### config.mk
export PLATFORM = sky130hd
export DESIGN_NAME = ram_arb_ctrl_flat
export DESIGN_NICKNAME = d
export VERILOG_FILES = /design/src/rtl/ram_arb_ctrl_pkg.sv /design/src/rtl/ram_arb_ctrl_if.sv /design/src/rtl/ram_arb_ctrl_rr_arb2.sv /design/src/rtl/ram_arb_ctrl.sv /design/src/flat_wrapper.sv
export SDC_FILE = /design/constraint.sdc
export NUM_CORES = 1
export LEC_CHECK = 0
export CAP_MARGIN = 20
export CORE_MARGIN = 3
export CORE_UTILIZATION = 49
export CTS_CLUSTER_SIZE = 30
export DETAILED_ROUTE_END_ITERATION = 16
export GPL_TIMING_DRIVEN = 0
export PLACE_DENSITY = 0.95
export SLEW_MARGIN = 20
export SYNTH_ARGS = -nofsm -noshare
export SYNTH_HDL_FRONTEND = slang
export SYNTH_HIERARCHICAL = 1
export SYNTH_SLANG_ARGS = --single-unit
export TNS_END_PERCENT = 20
### constraint.sdc
create_clock -name Clk_m -period 5.8 [get_ports Clk_m]
set_input_delay 0.87 -clock Clk_m [delete_from_list [all_inputs] [get_ports Clk_m]]
set_output_delay 0.87 -clock Clk_m [all_outputs]
set_load 0.01 [all_outputs]
### src/rtl/ram_arb_ctrl_pkg.sv
`default_nettype none
// ============================================================================
// Module : ram_arb_pkg
// Brief  : Shared types, widths and byte-lane helpers for the RAM arbiter.
// Rev    : 1.0  initial release
// ============================================================================
package ram_arb_pkg;

  localparam int ADDR_W = 8;
  localparam int DATA_W = 32;

  localparam logic SIZE_BYTE = 1'b0;
  localparam logic SIZE_WORD = 1'b1;

  typedef enum logic [2:0] {
    IDLE    = 3'd0,
    WR      = 3'd1,
    RD_ADDR = 3'd2,
    RD_DATA = 3'd3,
    RMW_WR  = 3'd4,
    RESP    = 3'd5
  } state_t;

  // Replace the byte lane chosen by sel, leaving the other three untouched.
  function automatic logic [31:0] lane_merge(input logic [31:0] word,
                                             input logic [7:0]  byt,
                                             input logic [1:0]  sel);
    logic [31:0] r;
    r = word;
    case (sel)
      2'd0: r[7:0]   = byt;
      2'd1: r[15:8]  = byt;
      2'd2: r[23:16] = byt;
      2'd3: r[31:24] = byt;
      default: r = word;
    endcase
    return r;
  endfunction

  // Pull the byte lane chosen by sel down to bits [7:0], zero-extended.
  function automatic logic [31:0] lane_extract(input logic [31:0] word,
                                               input logic [1:0]  sel);
    logic [7:0] b;
    case (sel)
      2'd0: b = word[7:0];
      2'd1: b = word[15:8];
      2'd2: b = word[23:16];
      2'd3: b = word[31:24];
      default: b = word[7:0];
    endcase
    return {24'h0, b};
  endfunction

endpackage
`default_nettype wire

### src/rtl/ram_arb_ctrl_if.sv
`default_nettype none
// ============================================================================
// Module : ram_arb_ctrl_if
// Brief  : Request/acknowledge bundle for the two RAM requesters.
// Rev    : 1.0  initial release
// ============================================================================
interface ram_arb_ctrl_if #(
  parameter int ADDR_W = 8,
  parameter int DATA_W = 32
);
  logic              Req0, Req1;
  logic              Wr0, Wr1;
  logic              Size0, Size1;
  logic [ADDR_W-1:0] Addr0, Addr1;
  logic [DATA_W-1:0] WData0, WData1;
  logic              Ack0, Ack1;
  logic [DATA_W-1:0] RData0, RData1;

  modport master (
    output Req0, Wr0, Size0, Addr0, WData0,
    output Req1, Wr1, Size1, Addr1, WData1,
    input  Ack0, RData0, Ack1, RData1
  );

  modport slave (
    input  Req0, Wr0, Size0, Addr0, WData0,
    input  Req1, Wr1, Size1, Addr1, WData1,
    output Ack0, RData0, Ack1, RData1
  );
endinterface
`default_nettype wire

### src/rtl/ram_arb_ctrl_rr_arb2.sv
`default_nettype none
// ============================================================================
// Module : rr_arb2
// Brief  : Two-way round-robin grant; pointer moves past the served requester.
// Rev    : 1.0  initial release
// ============================================================================
module rr_arb2 (
  input  wire logic clk,
  input  wire logic rst,
  input  wire logic req0,
  input  wire logic req1,
  input  wire logic upd,
  input  wire logic upd_id,
  output logic      gnt_valid,
  output logic      gnt_id
);
  logic ptr_q, ptr_d;

  // After a completed request, priority passes to the other requester.
  always_comb begin
    ptr_d = ptr_q;
    if (upd) ptr_d = ~upd_id;
  end

  // Pointer register, requester 0 favoured out of reset.
  always_ff @(posedge clk or posedge rst) begin
    if (rst) ptr_q <= 1'b0;
    else     ptr_q <= ptr_d;
  end

  // A lone request wins outright; a tie is settled by the pointer.
  always_comb begin
    gnt_valid = req0 | req1;
    gnt_id    = 1'b0;
    if (req0 && req1) gnt_id = ptr_q;
    else if (req1)    gnt_id = 1'b1;
  end
endmodule
`default_nettype wire

### src/rtl/ram_arb_ctrl.sv
`default_nettype none
// ============================================================================
// Module : ram_arb_ctrl
// Brief  : Arbitrates two requesters onto a 64x32 single-port RAM, sequencing
//          word/byte reads and writes (byte stores via read-modify-write).
// Rev    : 1.0  initial release
// ============================================================================
module ram_arb_ctrl #(
  parameter int ADDR_W = ram_arb_pkg::ADDR_W,
  parameter int DATA_W = ram_arb_pkg::DATA_W
) (
  input  wire logic              Clk_m,
  input  wire logic              Rst_m,
  ram_arb_ctrl_if.slave          bus,
  output logic                   Busy,
  output logic                   ram_wea,
  output logic [ADDR_W-3:0]      ram_addr,
  output logic [DATA_W-1:0]      ram_dina,
  input  wire logic [DATA_W-1:0] ram_douta
);
  import ram_arb_pkg::*;

  state_t            state_q, state_d;
  logic              gid_q, gid_d;
  logic              wr_q, wr_d;
  logic              size_q, size_d;
  logic [1:0]        lane_q, lane_d;
  logic [7:0]        wbyte_q, wbyte_d;
  logic              ack0_q, ack0_d, ack1_q, ack1_d;
  logic [DATA_W-1:0] rdata0_q, rdata0_d, rdata1_q, rdata1_d;
  logic              busy_q, busy_d;
  logic              wea_q, wea_d;
  logic [ADDR_W-3:0] addr_q, addr_d;
  logic [DATA_W-1:0] dina_q, dina_d;

  logic              gnt_valid, gnt_id;
  logic              sel_wr, sel_size;
  logic [ADDR_W-1:0] sel_addr;
  logic [DATA_W-1:0] sel_wdata, rd_word;

  rr_arb2 u_arb (
    .clk      (Clk_m),
    .rst      (Rst_m),
    .req0     (bus.Req0),
    .req1     (bus.Req1),
    .upd      (state_q == RESP),
    .upd_id   (gid_q),
    .gnt_valid(gnt_valid),
    .gnt_id   (gnt_id)
  );

  // Fields of whichever requester the arbiter is currently favouring.
  always_comb begin
    sel_wr    = gnt_id ? bus.Wr1    : bus.Wr0;
    sel_size  = gnt_id ? bus.Size1  : bus.Size0;
    sel_addr  = gnt_id ? bus.Addr1  : bus.Addr0;
    sel_wdata = gnt_id ? bus.WData1 : bus.WData0;
    rd_word   = (size_q == SIZE_WORD) ? ram_douta : lane_extract(ram_douta, lane_q);
  end

  // Sequencer: next state plus next value of every registered output.
  always_comb begin
    state_d  = state_q;
    gid_d    = gid_q;
    wr_d     = wr_q;
    size_d   = size_q;
    lane_d   = lane_q;
    wbyte_d  = wbyte_q;
    rdata0_d = rdata0_q;
    rdata1_d = rdata1_q;
    addr_d   = addr_q;
    dina_d   = dina_q;
    wea_d    = 1'b0;
    ack0_d   = 1'b0;
    ack1_d   = 1'b0;
    case (state_q)
      IDLE: begin
        if (gnt_valid) begin
          gid_d   = gnt_id;
          wr_d    = sel_wr;
          size_d  = sel_size;
          lane_d  = sel_addr[1:0];
          wbyte_d = sel_wdata[7:0];
          addr_d  = sel_addr[ADDR_W-1:2];
          if (sel_wr && sel_size == SIZE_WORD) begin
            state_d = WR;
            wea_d   = 1'b1;
            dina_d  = sel_wdata;
          end else begin
            state_d = RD_ADDR;
          end
        end
      end
      WR:      state_d = RESP;
      RD_ADDR: state_d = RD_DATA;
      RD_DATA: begin
        // RAM word is valid now: either merge it for a byte store or return it.
        if (wr_q) begin
          state_d = RMW_WR;
          wea_d   = 1'b1;
          dina_d  = lane_merge(ram_douta, wbyte_q, lane_q);
        end else begin
          state_d = RESP;
          if (gid_q) rdata1_d = rd_word;
          else       rdata0_d = rd_word;
        end
      end
      RMW_WR:  state_d = RESP;
      RESP:    state_d = IDLE;
      default: state_d = IDLE;
    endcase
    if (state_d == RESP && state_q != RESP) begin
      ack0_d = ~gid_q;
      ack1_d = gid_q;
    end
    busy_d = (state_d != IDLE);
  end

  // State and output registers.
  always_ff @(posedge Clk_m or posedge Rst_m) begin
    if (Rst_m) begin
      state_q  <= IDLE;
      gid_q    <= 1'b0;
      wr_q     <= 1'b0;
      size_q   <= 1'b0;
      lane_q   <= 2'd0;
      wbyte_q  <= 8'd0;
      ack0_q   <= 1'b0;
      ack1_q   <= 1'b0;
      rdata0_q <= '0;
      rdata1_q <= '0;
      busy_q   <= 1'b0;
      wea_q    <= 1'b0;
      addr_q   <= '0;
      dina_q   <= '0;
    end else begin
      state_q  <= state_d;
      gid_q    <= gid_d;
      wr_q     <= wr_d;
      size_q   <= size_d;
      lane_q   <= lane_d;
      wbyte_q  <= wbyte_d;
      ack0_q   <= ack0_d;
      ack1_q   <= ack1_d;
      rdata0_q <= rdata0_d;
      rdata1_q <= rdata1_d;
      busy_q   <= busy_d;
      wea_q    <= wea_d;
      addr_q   <= addr_d;
      dina_q   <= dina_d;
    end
  end

  assign bus.Ack0   = ack0_q;
  assign bus.Ack1   = ack1_q;
  assign bus.RData0 = rdata0_q;
  assign bus.RData1 = rdata1_q;
  assign Busy       = busy_q;
  assign ram_wea    = wea_q;
  assign ram_addr   = addr_q;
  assign ram_dina   = dina_q;
endmodule
`default_nettype wire
### src/flat_wrapper.sv
// flat-port wrapper written by rule: the top's interface ports become plain ports
module ram_arb_ctrl_flat import ram_arb_pkg::*;
#(
  parameter int ADDR_W = ram_arb_pkg::ADDR_W,
  parameter int DATA_W = ram_arb_pkg::DATA_W
)
  (Clk_m, Rst_m, Busy, ram_wea, ram_addr, ram_dina, ram_douta, bus_Req0, bus_Wr0, bus_Size0, bus_Addr0, bus_WData0, bus_Req1, bus_Wr1, bus_Size1, bus_Addr1, bus_WData1, bus_Ack0, bus_RData0, bus_Ack1, bus_RData1);
  ram_arb_ctrl_if #(.ADDR_W(ADDR_W), .DATA_W(DATA_W)) bus_i ();
  input  wire logic Clk_m;
  input  wire logic Rst_m;
  output logic Busy;
  output logic ram_wea;
  output logic [ADDR_W-3:0] ram_addr;
  output logic [DATA_W-1:0] ram_dina;
  input  wire logic [DATA_W-1:0] ram_douta;
  input wire logic [$bits(bus_i.Req0)-1:0] bus_Req0;
  input wire logic [$bits(bus_i.Wr0)-1:0] bus_Wr0;
  input wire logic [$bits(bus_i.Size0)-1:0] bus_Size0;
  input wire logic [$bits(bus_i.Addr0)-1:0] bus_Addr0;
  input wire logic [$bits(bus_i.WData0)-1:0] bus_WData0;
  input wire logic [$bits(bus_i.Req1)-1:0] bus_Req1;
  input wire logic [$bits(bus_i.Wr1)-1:0] bus_Wr1;
  input wire logic [$bits(bus_i.Size1)-1:0] bus_Size1;
  input wire logic [$bits(bus_i.Addr1)-1:0] bus_Addr1;
  input wire logic [$bits(bus_i.WData1)-1:0] bus_WData1;
  output wire logic [$bits(bus_i.Ack0)-1:0] bus_Ack0;
  output wire logic [$bits(bus_i.RData0)-1:0] bus_RData0;
  output wire logic [$bits(bus_i.Ack1)-1:0] bus_Ack1;
  output wire logic [$bits(bus_i.RData1)-1:0] bus_RData1;
  assign bus_i.Req0 = bus_Req0;
  assign bus_i.Wr0 = bus_Wr0;
  assign bus_i.Size0 = bus_Size0;
  assign bus_i.Addr0 = bus_Addr0;
  assign bus_i.WData0 = bus_WData0;
  assign bus_i.Req1 = bus_Req1;
  assign bus_i.Wr1 = bus_Wr1;
  assign bus_i.Size1 = bus_Size1;
  assign bus_i.Addr1 = bus_Addr1;
  assign bus_i.WData1 = bus_WData1;
  assign bus_Ack0 = bus_i.Ack0;
  assign bus_RData0 = bus_i.RData0;
  assign bus_Ack1 = bus_i.Ack1;
  assign bus_RData1 = bus_i.RData1;
  ram_arb_ctrl #(.ADDR_W(ADDR_W), .DATA_W(DATA_W)) u_core (.Clk_m(Clk_m), .Rst_m(Rst_m), .bus(bus_i), .Busy(Busy), .ram_wea(ram_wea), .ram_addr(ram_addr), .ram_dina(ram_dina), .ram_douta(ram_douta));
endmodule
==> impl_results.md, run 1 <==
* Final period util at 47.26%
* DP Worst Slack at about 2.7 ns
* Vias at 5733
* Commonest cells in the netlist: dfrtp_1, nand2_1, mux2i_1
* DRC errors left at 0
* Clock Sinks at 123
* Dpl hpwl at 15830 um
* Latest clock arrival within the worst-skew pair at 0.41 ns
* DP Area at between 8000 and 9000 um^2
* CTS Buf Count at 17
* Proportion of layout cells with a drive suffix above 1 at 14.79%
* Layout Nets at 959
* Die X at roughly 120 um
* Inserted Diodes at 0
* Gr ovfl total at 0
* Area contributors post-synth: dfrtp_1, mux2i_1, mux2_2
* Setup crit start kind: input pin
* Initial antenna violation count at 0
* WL/cell at 20.54 um
* CTS tree: yes
* Critical Path Sink Type: flop
* Hold-fix buffers, CTS at 0
* Relative slew slack at between 60% and 70%
* Leakage at between 4 and 5 nW
* Synth top area share at 48.98%
* Worst Hold Class: flop to flop
* Avg Cell Area, Syn at between 10 and 15 um^2
* Most frequent cell after synthesis: dfrtp_1
* FFs w/ async S/R, synth at 100.0%
* Reg2Reg Setup Slack at 3.66 ns
* Worst hold path stage count at 2
* Yosys warns at 6
* Number of antenna-violating nets in the routed design at 0
* Seq. cell area at 3078 um^2
* Post-CTS sizing at 0
* Final setup TNS at 0 ns
* Post-CTS Setup Repair Bufs at 0
* Netlist Area Pre-Place at approximately 6300 um^2
* Placed instance count at 988
* Reg2reg path depth at 8
* Iter 0 DRT Violations at 460
* Root buf cell: clkbuf_16
* Vias per cell at 5.621
* Synth Flop Type: dfrtp_1
* Synth Register Bits at 123
* Worst VDD drop at 236.0 uV
* Distinct cells, synth at 38
* Syn Inst Count at 594
* Post-synth EDFFs at 0
* Initial core utilization at 51.24%
* Slew @ Worst Pin at about 0.57 ns
* Clk slew on worst S/H paths at 0.06 ns
* Finished Core Util at 76.53%
* CTS Buffer Depth at 2
* Min-delay src: u_core/bus.RData0[20]$_DFFE_PP0P_
* Cell Rows at 40
* Synthesis-to-layout area growth at 49.34%
* Number of global-route vias before repair at 5912
* Slack of the critical path at 3.059 ns
* Syn Nets at 714
* CP required at 6.07 ns
* Peak Freq at approximately 360 MHz
* Filler cells at 836
* First-pass DRT Iterations at 6
* Clk_skew at 0.008283 ns
* Port Buf Inserts at 225
* First-pass GRT wire length at 32730 um
* Worst Hold End: u_core/bus.RData0[20]$_DFFE_PP0P_
* Final setup vio count at 0
* RSZ-0062 raised after global routing: false
* Crit Path Class: input pin to flop
* Dominant cell type by area after synthesis: dfrtp_1
* Arr. time, crit path at 3.01 ns
* H-Tree Level Count at 4
* Max Cap Violations at 0
* Final wirelength at 20950 um
* Core area at 12260 um^2
* # IOs at ~230
* GPL Wtd Cong at between 0.9 and 1
* Largest net degree at the start of global routing at 63
* Fin cells at 1020
* Sequential area share after synthesis at 48.98%
* Min Tclk post-route at about 2.7 ns
* Crit-path max FO at 10
* Power density cells at 525.2 nW/um^2
* Worst r2r src: u_core/u_arb/ptr_q$_DFFE_PP0P_
* Global Route Usage Sum at 29.67%
* Max Slew Vio Count at 0
* Multi-input logic area at 2868 um^2
* Final hold violations at 0
* RR Endpoint: u_core/lane_q[0]$_DFFE_PP0P_
* Die area at around 14000 um^2
* Die Y at 119.2 um
* Status: complete, no violations
* Final Instance Area at 9384 um^2
-- worst max-delay path, cell delays in order --
cell	delay, ns
clkdlybuf4s50_1	0.48
a21boi_1	0.15
buf_2	0.25
buf_2	0.28
buf_2	0.29
buf_4	0.25
mux2i_1	0.31
a21oi_1	0.12
-- cell families (layout without fill, tap and decap cells) --
logic type	after synthesis	count (layout)	synth area share (%)
buf+inv	61	319	5.376
flops	123	123	48.98
compound gates	146	146	13.76
xor+xnor	1	1	0.1394
simple gates	148	148	11.03
mux	115	115	20.71
-- worst max-delay path by stage --
stage	endpoint	start	slack (ns)
after floorplan	u_core/Busy$_DFF_PP0_	Rst_m	1.69
after global placement	u_core/ram_dina[28]$_DFFE_PP0P_	Rst_m	0.08
after detailed placement	u_core/lane_q[0]$_DFFE_PP0P_	bus_Req1	2.70
after CTS	u_core/lane_q[0]$_DFFE_PP0P_	bus_Req1	3.09
after global routing	u_core/lane_q[0]$_DFFE_PP0P_	bus_Req1	3.01
final	u_core/lane_q[0]$_DFFE_PP0P_	bus_Req1	3.06
-- metal layers --
layer  GRT usage (%)  vias to the layer above  share of wire [%]
li1                -                     2574                  -
met1           36.39                     2792                 39
met2           50.12                      314                 50
met3           8.594                       53                8.5
met4           9.993                        0                2.5
met5               0                        -                  0
-- area by class of cell --
class	count	area share, %
inverters	12	0.5333
repair buffers	226	24.29
multi-input cells	410	30.56
flip-flops and latches	123	32.80
clock inverters	12	1.480
plain buffers	49	3.120
well taps	168	2.240
clock buffers	20	4.973
-- metrics by stage --
step	total power, W	hold WS, ns
6_report	0.004929	0.4839
5_1_grt	0.005180	0.5075
4_1_cts	0.004921	0.4831
3_5_place_dp	0.003816	0.4708
3_3_place_gp	0.003726	0.4612
2_1_floorplan	0.002694	0.4676
-- power breakdown --
group	switching, W	total, W	internal [W]	leakage (nW)
logic	0.00108	0.00232	0.00124	2.54
clock network	0.000402	0.00107	0.000670	0.285
registers	0.000273	0.00154	0.00126	1.42
total	0.00175	0.00493	0.00318	4.24
-- cell usage in the layout (no fill, tap or decap), drive strengths merged --
cell           instances
bufinv                 2
a32o                   1
and3b                  1
mux2                  57
nor2b                 18
nor2                  22
a2bb2oi                8
nand2                 85
clkdlybuf4s50        225
xnor2                  1
a21boi                 2
nand3b                 3
a21oi                 43
clkinv                 4
nor4b                  1
a211oi                24
or3                    3
clkbuf                37
and3                   8
a22oi                  8
or2                    2
a21o                   2
o21ai                 56
dfrtp                123
nand2b                 3
and2                   1
mux2i                 58
o22ai                  1
a31o                   1
nand3                  1
inv                   14
clkinvlp               4
buf                   33
-- sequential cells by signal, indices dropped and copies added, names as in the netlist, 2 cells and up --
| name | count |
|---|---|
| u_core/bus.RData0 | 32 |
| u_core/bus.RData1 | 32 |
| u_core/ram_dina | 32 |
| u_core/wbyte_q | 8 |
| u_core/ram_addr | 6 |
| u_core/state_q | 3 |
| u_core/lane_q | 2 |
Note: power is estimated with default switching activity, not from simulation.
==> run 2: changes to the inputs <==
--- a/config.mk
+++ b/config.mk
@@ -7,11 +7,11 @@
 export LEC_CHECK = 0
 export CAP_MARGIN = 20
 export CORE_MARGIN = 3
-export CORE_UTILIZATION = 49
+export CORE_UTILIZATION = 41
 export CTS_CLUSTER_SIZE = 30
 export DETAILED_ROUTE_END_ITERATION = 16
 export GPL_TIMING_DRIVEN = 0
-export PLACE_DENSITY = 0.95
+export PLACE_DENSITY = 0.88
 export SLEW_MARGIN = 20
 export SYNTH_ARGS = -nofsm -noshare
 export SYNTH_HDL_FRONTEND = slang
==> constraint.sdc (replaced) <==
create_clock -name Clk_m -period 2.5 [get_ports Clk_m]
set_input_delay 0.375 -clock Clk_m [delete_from_list [all_inputs] [get_ports Clk_m]]
set_output_delay 0.375 -clock Clk_m [all_outputs]
set_load 0.01 [all_outputs]
==> run 2 against run 1 <==
Against the previous run: clock skew rose by 0.0028 ns; sequential share of layout area fell by 0.070 points; die area up 18%; clock power up 120%.
==> impl_results.md, run 2 (synthesized netlist as in run 1, its figures left out) <==
* Max Cap Violations at 0
* Setup crit start kind: input pin
* Post-CTS Setup Repair Bufs at 0
* Die Y at 129.8 um
* Crit-path max FO at 10
* Peak Freq at 449.4 MHz
* Core area at 14750 um^2
* Seq. cell area at 3078 um^2
* Hold-fix buffers, CTS at 0
* Leakage at 4.241 nW
* Inserted Diodes at 0
* First-pass GRT wire length at 31910 um
* CTS tree: yes
* Final hold violations at 0
* CTS Buffer Depth at 2
* Synthesis-to-layout area growth at 49.66%
* # IOs at 226
* Worst Hold Class: input pin to asynchronous set/reset pin
* WL/cell at 20.22 um
* Final wirelength at 20990 um
* Number of antenna-violating nets in the routed design at 0
* Initial antenna violation count at 0
* Multi-input logic area at 2868 um^2
* Gr ovfl total at 0
* Vias per cell at ~5.5
* Critical Path Sink Type: flop
* Vias at 5681
* Min Tclk post-route at roughly 2.2 ns
* Crit Path Class: input pin to flop
* Status: complete, no violations
* Post-CTS sizing at 0
* Commonest non-fill, non-tap cell in the layout: clkdlybuf4s50_1
* Proportion of layout cells with a drive suffix above 1 at ~15%
* RSZ-0062 raised after global routing: false
* Hold WS at 0.2043 ns
* Cell Rows at between 40 and 50
* Power density cells at 1192 nW/um^2
* Clk_skew at 0.01111 ns
* Filler cells at 1218
* Die area at 16850 um^2
* Clk slew on worst S/H paths at 0.05 ns
* Initial core utilization at 42.59%
* GPL Wtd Cong at around 0.86
* CTS Buf Count at 17
* Number of global-route vias before repair at 5792
* Relative slew slack at between 50% and 60%
* Clock Sinks at 123
* H-Tree Level Count at 4
* Port Buf Inserts at 225
* Final period util at 89.01%
* Root buf cell: clkbuf_16
* Max Slew Vio Count at 0
* Leading cell types in the layout, fill and taps excluded: clkdlybuf4s50_1, dfrtp_1, nand2_1, mux2i_1, o21ai_0
* Arr. time, crit path at ~2.5 ns
* Latest clock arrival within the worst-skew pair at about 0.4 ns
* DRC errors left at 0
* CP required at 2.77 ns
* Die X at 129.8 um
* First-pass DRT Iterations at 5
* Iter 0 DRT Violations at around 340
* Largest net degree at the start of global routing at 37
* Slew @ Worst Pin at 0.7038 ns
* Global Route Usage Sum at 25.19%
* Dpl hpwl at 16510 um
* Finished Core Util at 63.74%
* Layout Nets at approximately 960
* Final setup vio count at 0
* Worst VDD drop at 543.5 uV
[run 2: cell count changes in the layout (fill, tap and decap cells not counted)]
| cell | change |
|---|---|
| clkinv_2 | +4 |
| buf_12 | +3 |
| inv_6 | -3 |
| clkinv_4 | -2 |
| buf_16 | -1 |
| bufinv_16 | -1 |
| clkbuf_8 | +1 |
| clkinvlp_4 | +1 |
[run 2: where the power goes]
group	internal, W	switching (W)
sequential	0.00293	0.000629
clock	0.00146	0.000871
combinational	0.00289	0.00243
total	0.00728	0.00393
[run 2: worst max-delay path, cell delays in order]
cell	delay, ns
clkdlybuf4s50_1	0.47
a21boi_1	0.15
buf_2	0.24
buf_2	0.27
buf_2	0.29
buf_4	0.26
mux2i_1	0.32
a21oi_1	0.11
[run 2: worst paths after layout]
kind                            slack, ns                                end                              start  cells after the start
worst min-delay path                 0.20     u_core/u_arb/ptr_q$_DFFE_PP0P_                              Rst_m                      2
max in group asynchronous            1.22  u_core/bus.RData1[23]$_DFFE_PP0P_                              Rst_m                      4
worst max-delay path                 0.27       u_core/lane_q[0]$_DFFE_PP0P_                           bus_Req1                      8
worst min register to register       0.48  u_core/bus.RData0[11]$_DFFE_PP0P_  u_core/bus.RData0[11]$_DFFE_PP0P_                      2
min in group Clk_m                   0.48  u_core/bus.RData0[11]$_DFFE_PP0P_  u_core/bus.RData0[11]$_DFFE_PP0P_                      2
worst max register to register       0.37       u_core/lane_q[0]$_DFFE_PP0P_     u_core/u_arb/ptr_q$_DFFE_PP0P_                      8
[run 2: layout make-up]
type,instances,area share (%)
multi-input cells,410,30.49
plain buffers,49,3.113
inverters,12,0.5189
well taps,184,2.448
flip-flops and latches,123,32.73
clock inverters,11,0.9979
repair buffers,228,24.59
clock buffers,21,5.109
[run 2: layer usage]
| metal | routed length, um | up-vias | track usage [%] |
|---|---|---|---|
| li1 | - | 2579 | - |
| met1 | 8382 | 2742 | 31.26 |
| met2 | 10300 | 308 | 42.49 |
| met3 | 1702 | 52 | 6.058 |
| met4 | 600 | 0 | 10.02 |
| met5 | 0 | - | 0 |
[run 2: through the flow]
stage               setup WS (ns)  cells  instance area, um^2  power, W  TNS (ns)
floorplan                  0.6277    594                 6287  0.006251         0
global placement          -0.4806   1003                 8770  0.008685    -58.05
global route               0.1344   1038                 9404   0.01188         0
finish                     0.2747   1038                 9404   0.01121         0
CTS                        0.2599   1038                 9404   0.01126         0
detailed placement        -0.1637   1006                 8830  0.008872   -0.5530
